<file path="config.mk">
export PLATFORM = sky130hd
export DESIGN_NAME = checkpoint_recovery_ctrl
export DESIGN_NICKNAME = d
export VERILOG_FILES = /design/src/rtl/checkpoint_recovery_ctrl.sv
export SDC_FILE = /design/constraint.sdc
export NUM_CORES = 1
export LEC_CHECK = 0
export ABC_CLOCK_PERIOD_IN_PS = 7540
export CAP_MARGIN = 10
export CORE_MARGIN = 5
export CORE_UTILIZATION = 43
export DETAILED_ROUTE_END_ITERATION = 12
export PLACE_DENSITY_LB_ADDON = 0.05
export SKIP_CTS_REPAIR_TIMING = 1
export SKIP_LAST_GASP = 1
export SYNTH_ARGS = -nofsm -noshare
export SYNTH_HDL_FRONTEND = slang
export SYNTH_SLANG_ARGS = --single-unit
</file>
<file path="constraint.sdc">
create_clock -name clk -period 7.54 [get_ports clk]
set_input_delay 1.508 -clock clk [delete_from_list [all_inputs] [get_ports clk]]
set_output_delay 1.508 -clock clk [all_outputs]
set_load 0.05 [all_outputs]
</file>
<file path="src/rtl/checkpoint_recovery_ctrl.sv">
// Branch-mispredict recovery sequencer: picks the oldest mispredict report,
// recalls its checkpoint, squashes the backend for a fixed window, then
// issues one front-end redirect. An older report arriving mid-recovery
// restarts the sequence on that branch.

// Per-lane age of a checkpoint id relative to the current base (natural wrap).
module crc_lane_age #(
  parameter int IDW = 3
) (
  input  logic [IDW-1:0] id,
  input  logic [IDW-1:0] base,
  output logic [IDW-1:0] age
);
  assign age = id - base;
endmodule

module checkpoint_recovery_ctrl #(
  parameter int NUM_CHECKPOINTS       = 8,
  parameter int NUM_BRANCHES_RESOLVED = 2,
  parameter int SQUASH_CYCLES         = 2,
  localparam int IDW = (NUM_CHECKPOINTS > 1) ? $clog2(NUM_CHECKPOINTS) : 1,
  localparam int NB  = NUM_BRANCHES_RESOLVED
) (
  input  logic                   clk,
  input  logic                   reset,
  input  logic                   ext_stall,
  input  logic [IDW-1:0]         ckpt_back,
  input  logic [NB-1:0]          mispredict,
  input  logic [NB-1:0][IDW-1:0] mispredict_id,
  input  logic [NB-1:0][31:0]    mispredict_target,
  output logic                   recall_checkpoint,
  output logic [IDW-1:0]         recall_id,
  output logic                   squash,
  output logic                   frontend_stall,
  output logic                   redirect_valid,
  output logic [31:0]            redirect_pc,
  output logic                   busy
);
  localparam int CW = $clog2(SQUASH_CYCLES + 1);

  typedef enum logic [1:0] {IDLE, RECALL, SQUASH, REDIRECT} state_t;

  state_t                   state, st_nxt;
  logic [CW-1:0]            cnt, cnt_nxt;
  logic [IDW-1:0]           act_id, base_q, base, act_age;
  logic [31:0]              act_pc;
  logic [NB-1:0][IDW-1:0]   lane_age;
  logic                     win_vld, preempt, latch;
  logic [IDW-1:0]           win_age, win_id;
  logic [31:0]              win_pc;

  // Ages are measured from the live checkpointer tail only while idle; during
  // recovery the tail may move, so the value captured at entry is used.
  assign base = (state == IDLE) ? ckpt_back : base_q;

  genvar g;
  generate
    for (g = 0; g < NB; g++) begin : g_lane
      crc_lane_age #(.IDW(IDW)) u_age (
        .id   (mispredict_id[g]),
        .base (base),
        .age  (lane_age[g])
      );
    end
  endgenerate

  // Oldest-wins arbitration; strict compare keeps ties on the lowest lane.
  always_comb begin
    win_vld = 1'b0;
    win_age = '0;
    win_id  = '0;
    win_pc  = '0;
    for (int i = 0; i < NB; i++) begin
      if (mispredict[i] && (!win_vld || lane_age[i] < win_age)) begin
        win_vld = 1'b1;
        win_age = lane_age[i];
        win_id  = mispredict_id[i];
        win_pc  = mispredict_target[i];
      end
    end
  end

  // Only a strictly older branch can preempt; same-or-younger reports belong
  // to instructions the current recovery is already squashing.
  assign act_age = act_id - base_q;
  assign preempt = (state != IDLE) && win_vld && (win_age < act_age);

  // Next-state: preemption / new mispredict override every other transition.
  always_comb begin
    st_nxt  = state;
    cnt_nxt = cnt;
    latch   = 1'b0;
    if (preempt || (state == IDLE && win_vld)) begin
      st_nxt  = RECALL;
      cnt_nxt = CW'(SQUASH_CYCLES);
      latch   = 1'b1;
    end else begin
      case (state)
        RECALL: begin
          st_nxt  = SQUASH;
          cnt_nxt = CW'(SQUASH_CYCLES);
        end
        SQUASH: begin
          if (cnt == CW'(1)) st_nxt = REDIRECT;
          else               cnt_nxt = cnt - CW'(1);
        end
        REDIRECT: if (!ext_stall) st_nxt = IDLE;
        default: ;
      endcase
    end
  end

  // State, recovery context and registered control outputs.
  always_ff @(posedge clk or negedge reset) begin
    if (!reset) begin
      state             <= IDLE;
      cnt               <= '0;
      act_id            <= '0;
      act_pc            <= '0;
      base_q            <= '0;
      recall_checkpoint <= 1'b0;
      squash            <= 1'b0;
      busy              <= 1'b0;
    end else begin
      state             <= st_nxt;
      cnt               <= cnt_nxt;
      recall_checkpoint <= (st_nxt == RECALL);
      squash            <= (st_nxt == RECALL) || (st_nxt == SQUASH);
      busy              <= (st_nxt != IDLE);
      if (latch) begin
        act_id <= win_id;
        act_pc <= win_pc;
        if (state == IDLE) base_q <= ckpt_back;
      end
    end
  end

  assign recall_id      = act_id;
  assign frontend_stall = busy;
  assign redirect_pc    = act_pc;
  assign redirect_valid = (state == REDIRECT) && !ext_stall && !preempt;

endmodule

</file>
# Yosys cells after proc, flatten, opt, wreduce, memory -nomap -nowiden
# Cells that the tools add are included.
[op_classes] addsub=4 reduce_logical=17 bitwise=0 div_mod_pow=0 muxes=17 n_shift=0 eq_ne=7 magnitude_cmp=2 multipliers=0
[ops] cell="32-bit 2-to-1 mux" count=2
[ops] cell="3-bit 2-to-1 mux" count=5
[ops] cell="2-bit 2-to-1 mux" count=5
[ops] cell="3-bit subtractor" count=3
[ops] cell="2-bit by 1-bit equality test with 1-bit output (second input constant)" count=3
[ops] cell="2-bit equality test (second input constant)" count=3
[ops] cell="1-bit logical AND" count=6
[ops] cell="3-bit < comparator" count=2
[ops] cell="2-bit one-hot mux with 3 select lines" count=1
[ops] cell="2-bit one-hot mux with 2 select lines" count=1
[ops] cell="2-bit nonzero test" count=2
[ops] cell="1-bit logical NOT" count=3
[ops] cell="1-bit logical OR" count=3
[ops] cell="1-bit 2-to-1 mux" count=3
[ops] cell="3-bit inequality test (second input constant)" count=1
[ops] cell="3-bit nonzero test" count=1
[ops] cell="2-bit logical NOT" count=1
[ops] cell="2-bit AND reduction" count=1
[ops] cell="2-bit by 1-bit subtractor with 2-bit output (second input constant)" count=1
[totals] input_bits=78 romBits=0 reg_bits=45 latch_bits=0 elab_cells=55 memories=0 output_inout_bits=40 ram_bits=0

# Longest topological paths before layout
# Gate-level depths: netlist of run 1.
[depth] depth_word=14 ltp_mapped=25 ltp_nobuf=22

# Hierarchy
# From an unflattened synthesis of run 1, not the netlist that was laid out.
[hier_totals] hier_cells=221 area_unflattened_um2=2763.9
[modules_own_cells] mod="checkpoint_recovery_ctrl" cells_per_inst=207 seq_area_each_um2=1126.1 area_each_um2=2621.3 instances=1
[modules_own_cells] mod="crc_lane_age" cells_per_inst=7 seq_area_each_um2=0.0 area_each_um2=71.3 instances=2

# Worst setup path after synthesis of run 1
# No wires, ideal clock.
[synth_timing] path_type="input port to output port" from="input ckpt_back[0]" to="output redirect_valid" n_path_buf=1 cell_stages=17 setup_slack_ns=0.974 t_arrival_ns=5.058 required_time_ns=6.032 path_cell_list="mux2_2 ha_1 fa_1 xor2_1 xnor2_1 nand2_1 ha_1 a21oi_1 o21ai_1 a21oi_1 clkbuf_1 o21ai_0 ha_1 nand4b_1 a221oi_1 a211o_1 o211a_1"
[synth_via] elab_chain_len=11 elab_cells_between_ends=14 classes_between="add/sub (2); order compare (2); mux (4); reduce/logical (6)"
[synth_rtl] item="start: declaration" line_no="27" rtl="input logic [IDW-1:0] ckpt_back,"
[synth_rtl] item="3-bit 2-to-1 mux (*)"
[synth_rtl] item="3-bit subtractor" line_no="14" rtl="assign age = id - base;"
[synth_rtl] item="3-bit 2-to-1 mux" line_no="74" rtl="if (mispredict[i] && (!win_vld || lane_age[i] < win_age)) begin"
[synth_rtl] item="3-bit < comparator" line_no="74"
[synth_rtl] item="1-bit logical OR" line_no="74"
[synth_rtl] item="1-bit logical AND" line_no="74"
[synth_rtl] item="3-bit 2-to-1 mux or 1-bit 2-to-1 mux (tied branches)" line_no="74"
[synth_rtl] item="3-bit < comparator or 1-bit logical AND (tied branches)" line_no="86" rtl="assign preempt = (state != IDLE) && win_vld && (win_age < act_age);"
[synth_rtl] item="1-bit logical AND (*)" line_no="86"
[synth_rtl] item="1-bit logical NOT (*)" line_no="141" rtl="assign redirect_valid = (state == REDIRECT) && !ext_stall && !preempt;"
[synth_rtl] item="1-bit logical AND (*)" line_no="141"
[synth_rtl] item="end: declaration" line_no="35" rtl="output logic redirect_valid,"
# Mark *: on every way between the ends. The rest lies on a longest branch, timed or not.

# Final worst setup path of run 1
[layout_timing] from="input ckpt_back[0]" to="output redirect_valid"
[layout_via] elab_chain_len=11 elab_cells_between_ends=14 classes_between="add/sub (2); order compare (2); mux (4); reduce/logical (6)"
[layout_rtl] item="3-bit 2-to-1 mux (*)"
[layout_rtl] item="named net base[0]" line_no="45" rtl="logic [IDW-1:0] act_id, base_q, base, act_age;"
[layout_rtl] item="3-bit subtractor" line_no="14"
[layout_rtl] item="3-bit 2-to-1 mux" line_no="74"
[layout_rtl] item="3-bit < comparator" line_no="74"
[layout_rtl] item="1-bit logical OR" line_no="74"
[layout_rtl] item="1-bit logical AND" line_no="74"
[layout_rtl] item="3-bit 2-to-1 mux or 1-bit 2-to-1 mux (tied branches)" line_no="74"
[layout_rtl] item="3-bit < comparator or 1-bit logical AND (tied branches)" line_no="86"
[layout_rtl] item="1-bit logical AND (*)" line_no="86"
[layout_rtl] item="1-bit logical NOT (*)" line_no="141"
[layout_rtl] item="1-bit logical AND (*)" line_no="141"
# The timed path passes the listed nets; every way through them passes the cells marked *.

==> report_table.html, run 1 <==
<table>
<tr><th>Metric</th><th>Value</th></tr>
<tr><th colspan="2">Yosys</th></tr>
<tr><td>Top cells by instance count after synthesis</td><td>dfrtp_1, a22o_1, mux2_4</td></tr>
<tr><td>Cell type with the highest aggregate area in the netlist</td><td>dfrtp_1</td></tr>
<tr><td>Netlist area before placement</td><td>between 2000 and 3000 sq um</td></tr>
<tr><td>Count of flip-flops with a built-in enable after synthesis</td><td>0</td></tr>
<tr><td>Post-Synthesis Net Count</td><td>between 300 and 400</td></tr>
<tr><td>Leading post-synthesis cells by cell area</td><td>dfrtp_1, mux2_4, a22o_1</td></tr>
<tr><td>Total of warnings raised by yosys</td><td>0</td></tr>
<tr><td>Post-synthesis instance total</td><td>about 220</td></tr>
<tr><td>Library cell with the highest instance count after synthesis</td><td>dfrtp_1</td></tr>
<tr><td>Top-area cell type share of the netlist area</td><td>roughly 40%</td></tr>
<tr><td>Synth Area per Inst</td><td>around 12 sq um</td></tr>
<tr><td>FF+latch count, synth</td><td>between 40 and 50</td></tr>
<tr><td>Seq/Total Area, Yosys</td><td>just over 40%</td></tr>
<tr><td>Async set-or-reset flop fraction in the synthesized netlist</td><td>100.0%</td></tr>
<tr><td>Number of different library cells in the post-synthesis netlist</td><td>39</td></tr>
<tr><td>Ys flop type</td><td>dfrtp_1</td></tr>
<tr><th colspan="2">Place</th></tr>
<tr><td>HPWL after DPL</td><td>approximately 5300 microns</td></tr>
<tr><td>Buffers added on ports</td><td>117</td></tr>
<tr><td>Routability cong.</td><td>slightly below 0.8</td></tr>
<tr><th colspan="2">Floorplanning</th></tr>
<tr><td>Starting Density</td><td>a little over two fifths</td></tr>
<tr><td>Die Ht</td><td>roughly 90 microns</td></tr>
<tr><td>Number of standard-cell rows in the floorplan</td><td>29</td></tr>
<tr><td>Placeable Area</td><td>approximately 6300 sq um</td></tr>
<tr><td>Die outline area</td><td>8095 sq um</td></tr>
<tr><td>Die extent in x</td><td>about 90 microns</td></tr>
<tr><td>Top Ports</td><td>around 120</td></tr>
<tr><th colspan="2">Cells and area</th></tr>
<tr><td>Share of post-route cells with drive strength above 1</td><td>16.32%</td></tr>
<tr><td># nets final</td><td>430</td></tr>
<tr><td>Count of antenna diodes in the layout</td><td>0</td></tr>
<tr><td>Layout area overhead</td><td>48.09%</td></tr>
<tr><th colspan="2">Clocking</th></tr>
<tr><td>Clock slew at the register clock pins of the worst setup and hold paths</td><td>~0.08 ns</td></tr>
<tr><td>Clock Tree Buf Depth</td><td>2</td></tr>
<tr><td>Cts bufs inserted</td><td>5</td></tr>
<tr><td>H-tree Lvls</td><td>2</td></tr>
<tr><td>Clock tree from TritonCTS</td><td>done</td></tr>
<tr><td>Cell chosen for the clock root</td><td>clkbuf_8</td></tr>
<tr><td>CTS Sinks</td><td>45</td></tr>
<tr><td>Insertion delay to the later sink of the worst-skew pair</td><td>0.30 ns</td></tr>
<tr><th colspan="2">Detailed routing</th></tr>
<tr><td>Length of the first detailed-routing pass in iterations</td><td>4</td></tr>
<tr><td>Number of vias after detailed routing</td><td>2122</td></tr>
<tr><td>WL final</td><td>about 6700 microns</td></tr>
<tr><td>DRT iter0 DRCs</td><td>46</td></tr>
<tr><td>Wirelength per Cell</td><td>~16 microns</td></tr>
<tr><td>Via density</td><td>5.126</td></tr>
<tr><td>Number of routed nets with antenna violations</td><td>0</td></tr>
<tr><td># DRC</td><td>0</td></tr>
<tr><th colspan="2">Flow run</th></tr>
<tr><td>Max Cap Violations</td><td>0</td></tr>
<tr><th colspan="2">Global route</th></tr>
<tr><td>Overall Global Routing Usage</td><td>16.61%</td></tr>
<tr><td>Total overflow reported by the global router</td><td>0</td></tr>
<tr><td>Peak-usage layer in the global routing report</td><td>met2</td></tr>
<tr><td>Via count of the first global-routing pass</td><td>between 2000 and 2500</td></tr>
<tr><td>Grt met3 use</td><td>under 10%</td></tr>
<tr><td>Global routing usage on met2</td><td>between 20% and 30%</td></tr>
<tr><td>Largest net degree at the start of global routing</td><td>46</td></tr>
<tr><td>Wire length of the first global-routing pass</td><td>~11000 microns</td></tr>
<tr><td>Met1 track demand over resource</td><td>21.34%</td></tr>
<tr><td>Initial antenna violation count</td><td>0</td></tr>
<tr><th colspan="2">Hold path</th></tr>
<tr><td>Hold Path Class</td><td>flop to flop</td></tr>
<tr><th colspan="2">Timing</th></tr>
<tr><td>Final setup vio count</td><td>0</td></tr>
<tr><td>Final Cycle Share</td><td>92.35%</td></tr>
<tr><td>Worst max-slew margin expressed relative to the limit</td><td>between 30% and 40%</td></tr>
<tr><td>RSZ-0062 raised after global routing</td><td>no</td></tr>
<tr><td>Clock Skew</td><td>approximately 0.0073 ns</td></tr>
<tr><td>Top achievable clock speed</td><td>~140 MHz</td></tr>
<tr><td>Final-report max-slew violation count</td><td>0</td></tr>
<tr><td>Minimum clock period</td><td>between 6 and 7 ns</td></tr>
<tr><td>Measured slew at the worst slew-check pin</td><td>between 0.9 and 1 ns</td></tr>
<tr><td>Setup Total Neg Slack</td><td>0 ns</td></tr>
<tr><td>Final-report hold violation count</td><td>0</td></tr>
<tr><th colspan="2">Worst setup path</th></tr>
<tr><td>Critical-path maximum fanout</td><td>5</td></tr>
<tr><td>Kind of critical path</td><td>primary input to output pin</td></tr>
<tr><td>Number of buffers and inverters on the critical path</td><td>2</td></tr>
<tr><td>Worst setup EP type</td><td>output pin</td></tr>
<tr><td>Category of cells accounting for the largest share of critical-path delay</td><td>compound AO/OA/AOI/OAI gates</td></tr>
<tr><td>Cell Chain, Critical Path</td><td>clkdlybuf4s50_1 &gt; mux2_2 &gt; ha_1 &gt; fa_1 &gt; xor2_1 &gt; xnor2_1 &gt; nand2_1 &gt; ha_1 &gt; a21oi_1 &gt; o21ai_1 &gt; a21oi_4 &gt; o21ai_0 &gt; ha_1 &gt; nand4b_1 &gt; a221oi_1 &gt; a211o_1 &gt; o211a_1 &gt; buf_12</td></tr>
<tr><td>Most common cell type on the critical path</td><td>ha_1</td></tr>
<tr><td>Worst path slowest cell</td><td>clkdlybuf4s50_1</td></tr>
<tr><td>CP startpoint kind</td><td>primary input</td></tr>
<tr><td>Arr. time, crit path</td><td>around 5.5 ns</td></tr>
<tr><td>Maximum cell stage delay along the critical path</td><td>~0.39 ns</td></tr>
<tr><td>Crit path required time</td><td>a little over 6 ns</td></tr>
<tr><th colspan="2">Status</th></tr>
<tr><td>Outcome</td><td>finished, final reports clean</td></tr>
</table>
sequential cells by signal (all words and copies together), names as in the netlist:
register,cells
redirect_pc,32
base_q,3
recall_id,3
cnt,2
state,2
busy,1
recall_checkpoint,1
squash,1
worst register-to-register path, cell delays in order (launching register included):
cell and delay [ns]:
dfrtp_1 0.40, inv_1 0.12, ha_1 0.39, mux2_2 0.42, ha_1 0.20, fa_1 0.37, xor2_1 0.17, xnor2_1 0.13
nand2_1 0.08, ha_1 0.34, a21oi_1 0.17, o21ai_1 0.15, a21oi_4 0.24, o21ai_0 0.15, ha_1 0.35, nand4b_1 0.13
a221oi_1 0.06, a211o_1 0.31, o21ai_4 0.47, buf_4 0.43, mux2_2 0.38
stage by stage:
stage | instances | worst slack, ns | instance area, sq um | hold slack (ns) | util [%]
floorplan | 222 | 0.9735 | 2750 | 0.4819 | -
global placement | 406 | 0.7028 | 3961 | 0.4904 | 63.11
detailed placement | 406 | 0.6149 | 3961 | 0.4903 | 63.11
CTS | 414 | 0.5685 | 4073 | 0.5161 | 64.88
global route | 414 | 0.3286 | 4073 | 0.5229 | 64.88
finish | 414 | 0.5766 | 4073 | 0.5140 | 64.88
kinds of logic (layout without fill, tap and decap cells):
| logic type | count (synthesis) | after routing | synth area share (%) |
|---|---|---|---|
| AO/OA/AOI/OAI | 58 | 58 | 17.02 |
| XOR/XNOR | 6 | 6 | 1.911 |
| adder cells (fa/ha/maj) | 16 | 16 | 8.099 |
| buffers and inverters | 31 | 146 | 6.187 |
| flip-flops | 45 | 45 | 40.95 |
| multiplexers | 41 | 41 | 21.16 |
| AND/OR/NAND/NOR | 25 | 25 | 4.687 |
layout by cell type (no fill, tap or decap), types with 2 or more instances in the layout:
| cell type | Yosys | final |
|---|---|---|
| a211o_1 | 2 | 2 |
| a21oi_1 | 7 | 6 |
| a22o_1 | 34 | 34 |
| buf_4 | 2 | 5 |
| clkbuf_8 | 0 | 5 |
| clkdlybuf4s50_1 | 0 | 115 |
| dfrtp_1 | 45 | 45 |
| fa_1 | 3 | 3 |
| ha_1 | 13 | 13 |
| inv_1 | 16 | 16 |
| mux2_2 | 5 | 5 |
| mux2_4 | 33 | 33 |
| mux2i_1 | 3 | 3 |
| nand2_1 | 8 | 8 |
| nand2b_1 | 2 | 2 |
| nor2_1 | 7 | 7 |
| nor2b_1 | 2 | 2 |
| o21ai_0 | 4 | 4 |
| xnor2_1 | 4 | 4 |
| xor2_1 | 2 | 2 |
final timing paths:
kind | start | slack [ns] | endpoint | depth (start not counted)
hold / removal | redirect_pc[18] | 0.51 | redirect_pc[18] | 1
min in group asynchronous | reset | 1.36 | redirect_pc[0] | 1
setup / recovery | ckpt_back[0] | 0.58 | redirect_valid | 18
max in group asynchronous | reset | 5.57 | base_q[0] | 1
setup reg to reg | state[0] | 1.99 | redirect_pc[29] | 20
hold reg to reg | redirect_pc[18] | 0.51 | redirect_pc[18] | 1
final cells by class:
| cell class | count | area, sq um |
|---|---|---|
| inverters | 16 | 60.06 |
| clock inverters | 2 | 38.79 |
| clock buffers | 6 | 72.57 |
| flip-flops and latches | 45 | 1126 |
| repair buffers | 122 | 1214 |
| multi-input cells | 146 | 1465 |
| fillers | 510 | 2205 |
| well taps | 77 | 96.34 |
layer usage:
layer,vias to the layer above,part of all wire (%)
met5,-,0
met4,0,0.91
met3,6,9.6
met2,92,46
met1,997,44
li1,1027,-
Power of run 1 is left out: the tool's default activity adds up to more than one toggle a clock period on the data nets, which glitch-free logic cannot reach.
==> run 2: changes to the inputs <==
--- a/config.mk
+++ b/config.mk
@@ -9,6 +9,7 @@
 export CAP_MARGIN = 10
 export CORE_MARGIN = 5
 export CORE_UTILIZATION = 43
+export CTS_CLUSTER_DIAMETER = 60
 export DETAILED_ROUTE_END_ITERATION = 12
 export PLACE_DENSITY_LB_ADDON = 0.05
 export SKIP_CTS_REPAIR_TIMING = 1
==> results of run 2 <==
Final layout, timing and power as in run 1 (identical DEF).
Power of run 2 is left out for the same reason.
==> RTL change: new RTL, config.mk and constraints of run 1 <==
The parameter `SQUASH_CYCLES` goes from 2 to 4.
--- a/src/rtl/checkpoint_recovery_ctrl.sv
+++ b/src/rtl/checkpoint_recovery_ctrl.sv
@@ -18,5 +18,5 @@
   parameter int NUM_CHECKPOINTS       = 8,
   parameter int NUM_BRANCHES_RESOLVED = 2,
-  parameter int SQUASH_CYCLES         = 2,
+  parameter int SQUASH_CYCLES         = 4,
   localparam int IDW = (NUM_CHECKPOINTS > 1) ? $clog2(NUM_CHECKPOINTS) : 1,
   localparam int NB  = NUM_BRANCHES_RESOLVED
Formal check against the unedited RTL: not equivalent (a bounded check fails within 10 cycles, from zero or initial values and one cycle with reset low).
==> RTL change against run 1 <==
  * Sequential cell count rose by 1
  * Largest cell class unchanged
  * Synthesized cell count rose by 1.4%
  * Final area rose by 1.4%
  * Highest routed layer unchanged
  * Worst setup slack got worse by 0.10 ns
  * Clock skew fell by 0.00065 ns
  * Count of clock-buffer cells in the layout fell by 1
  * Area after synthesis rose by 1.2%
  * Hold slack improved by 0.0020 ns
  * Routed wire length rose by 2.9%
  * Die area rose by 1.1%
  * Non-clock buffer count did not move
Power is not shown: default switching activity piles up to over one toggle a cycle in this logic, so the estimate is an artifact.
==> RTL change: results (changes against run 1) <==
| Metric | Value |
|---|---|
| Worst setup margin | 0.473 ns (was 0.577 ns) |
| Top post-synthesis cells by count | 46 x dfrtp_1, 34 x a22o_1, 32 x mux2_4, 18 x inv_1, 14 x ha_1 (was 45 x dfrtp_1, 34 x a22o_1, 33 x mux2_4, 16 x inv_1, 13 x ha_1) |
| Met1 Use GR | 21.2% (was 21.3%) |
| Fillcell total | 530 (was 510) |
| Syn Nets | 320 (was 316) |
| Cell Area, Placed | 4020 µm² (was 3960 µm²) |
| Final WL | 6.91 mm (was 6.72 mm) |
| Vias in the first global route | 2277 (was 2233) |
| Slew @ Worst Pin | 0.757 ns (was 0.974 ns) |
| Sequential area share after synthesis | 41.4% (was 40.9%) |
| GR Util met3 | 4.83% (was 6.51%) |
| HPWL after DPL | 5.23 mm (was 5.29 mm) |
| Worst R2R End | base_q[0] (was redirect_pc[29]) |
| Via count | 2176 (was 2122) |
| Global-route wire length before repair | 11.4 mm (was 11.0 mm) |
| Met1 wire length | 2.98 mm (was 2.94 mm) |
| Layout cells sized above 1 | 17.3% (was 16.3%) |
| Fin cells | 418 (was 414) |
| Worst slack at placement | 0.459 ns (was 0.615 ns) |
| R2R setup slack | 1.88 ns (was 1.99 ns) |
| Initial DRC count | 64 (was 46) |
| Post-synthesis cell type count | 36 (was 39) |
| Post-Place Cells | 410 (was 406) |
| Met2 routed WL | 3.31 mm (was 3.07 mm) |
| R2R cell count | 19 (was 20) |
| Worst Skew | 0.00669 ns (was 0.00734 ns) |
| Outcome | completed (unchanged) |
| DR WL met3 | 502 µm (was 645 µm) |
| Largest net degree at the start of global routing | 47 (was 46) |
| Gpl congestion | 0.859 (was 0.772) |
| Fin nets | 435 (was 430) |
-- RTL change: final cells by class --
cell class	instances	area [µm²]	share of cell area (%)
Clock buffer	5	68.8	1.67
Multi-Input combinational cell	147	1480	35.8
Timing Repair Buffer	122	1230	29.7
Tap cell	77	96.3	2.33
Clock inverter	3	40.0	0.970
Sequential cell	46	1150	27.9
Inverter	18	67.6	1.64
-- RTL change: worst reg2reg max path, stage by stage (launching register included) --
cell and delay, ns:
dfrtp_1 0.42, inv_1 0.11, ha_1 0.36, mux2_2 0.41, ha_1 0.21, fa_1 0.37
xor2_1 0.17, xnor2_1 0.13, nand2_1 0.08, ha_1 0.33, a21oi_1 0.22, o22ai_1 0.15
nor2_2 0.22, o21ai_0 0.14, ha_1 0.33, a2111oi_2 0.40, o41ai_2 0.18, o21ai_4 0.62
buf_12 0.32, mux2_2 0.37
-- RTL change: cell families (layout without fill, tap and decap cells) --
kind of cell             Yosys count  count (layout)  share of synthesized area (%)
flip-flops                        46              46                           41.4
multiplexers                      41              41                           20.8
AO/OA/AOI/OAI                     58              58                           17.8
XOR/XNOR                           6               6                           1.89
AND/OR/NAND/NOR                   25              25                           4.14
buffers and inverters             32             148                           5.62
adder cells (fa/ha/maj)           17              17                           8.45
-- RTL change: how the worst min path moves through the flow --
| stage | start | end | slack, ns | cells past startpoint |
|---|---|---|---|---|
| after floorplan | base_q[1] | base_q[1] | 0.48 | 1 |
| after global placement | redirect_pc[30] | redirect_pc[30] | 0.49 | 1 |
| after detailed placement | redirect_pc[9] | redirect_pc[9] | 0.49 | 1 |
| after CTS | base_q[1] | base_q[1] | 0.52 | 1 |
| after global routing | redirect_pc[17] | redirect_pc[17] | 0.53 | 1 |
| final | redirect_pc[0] | redirect_pc[0] | 0.52 | 1 |
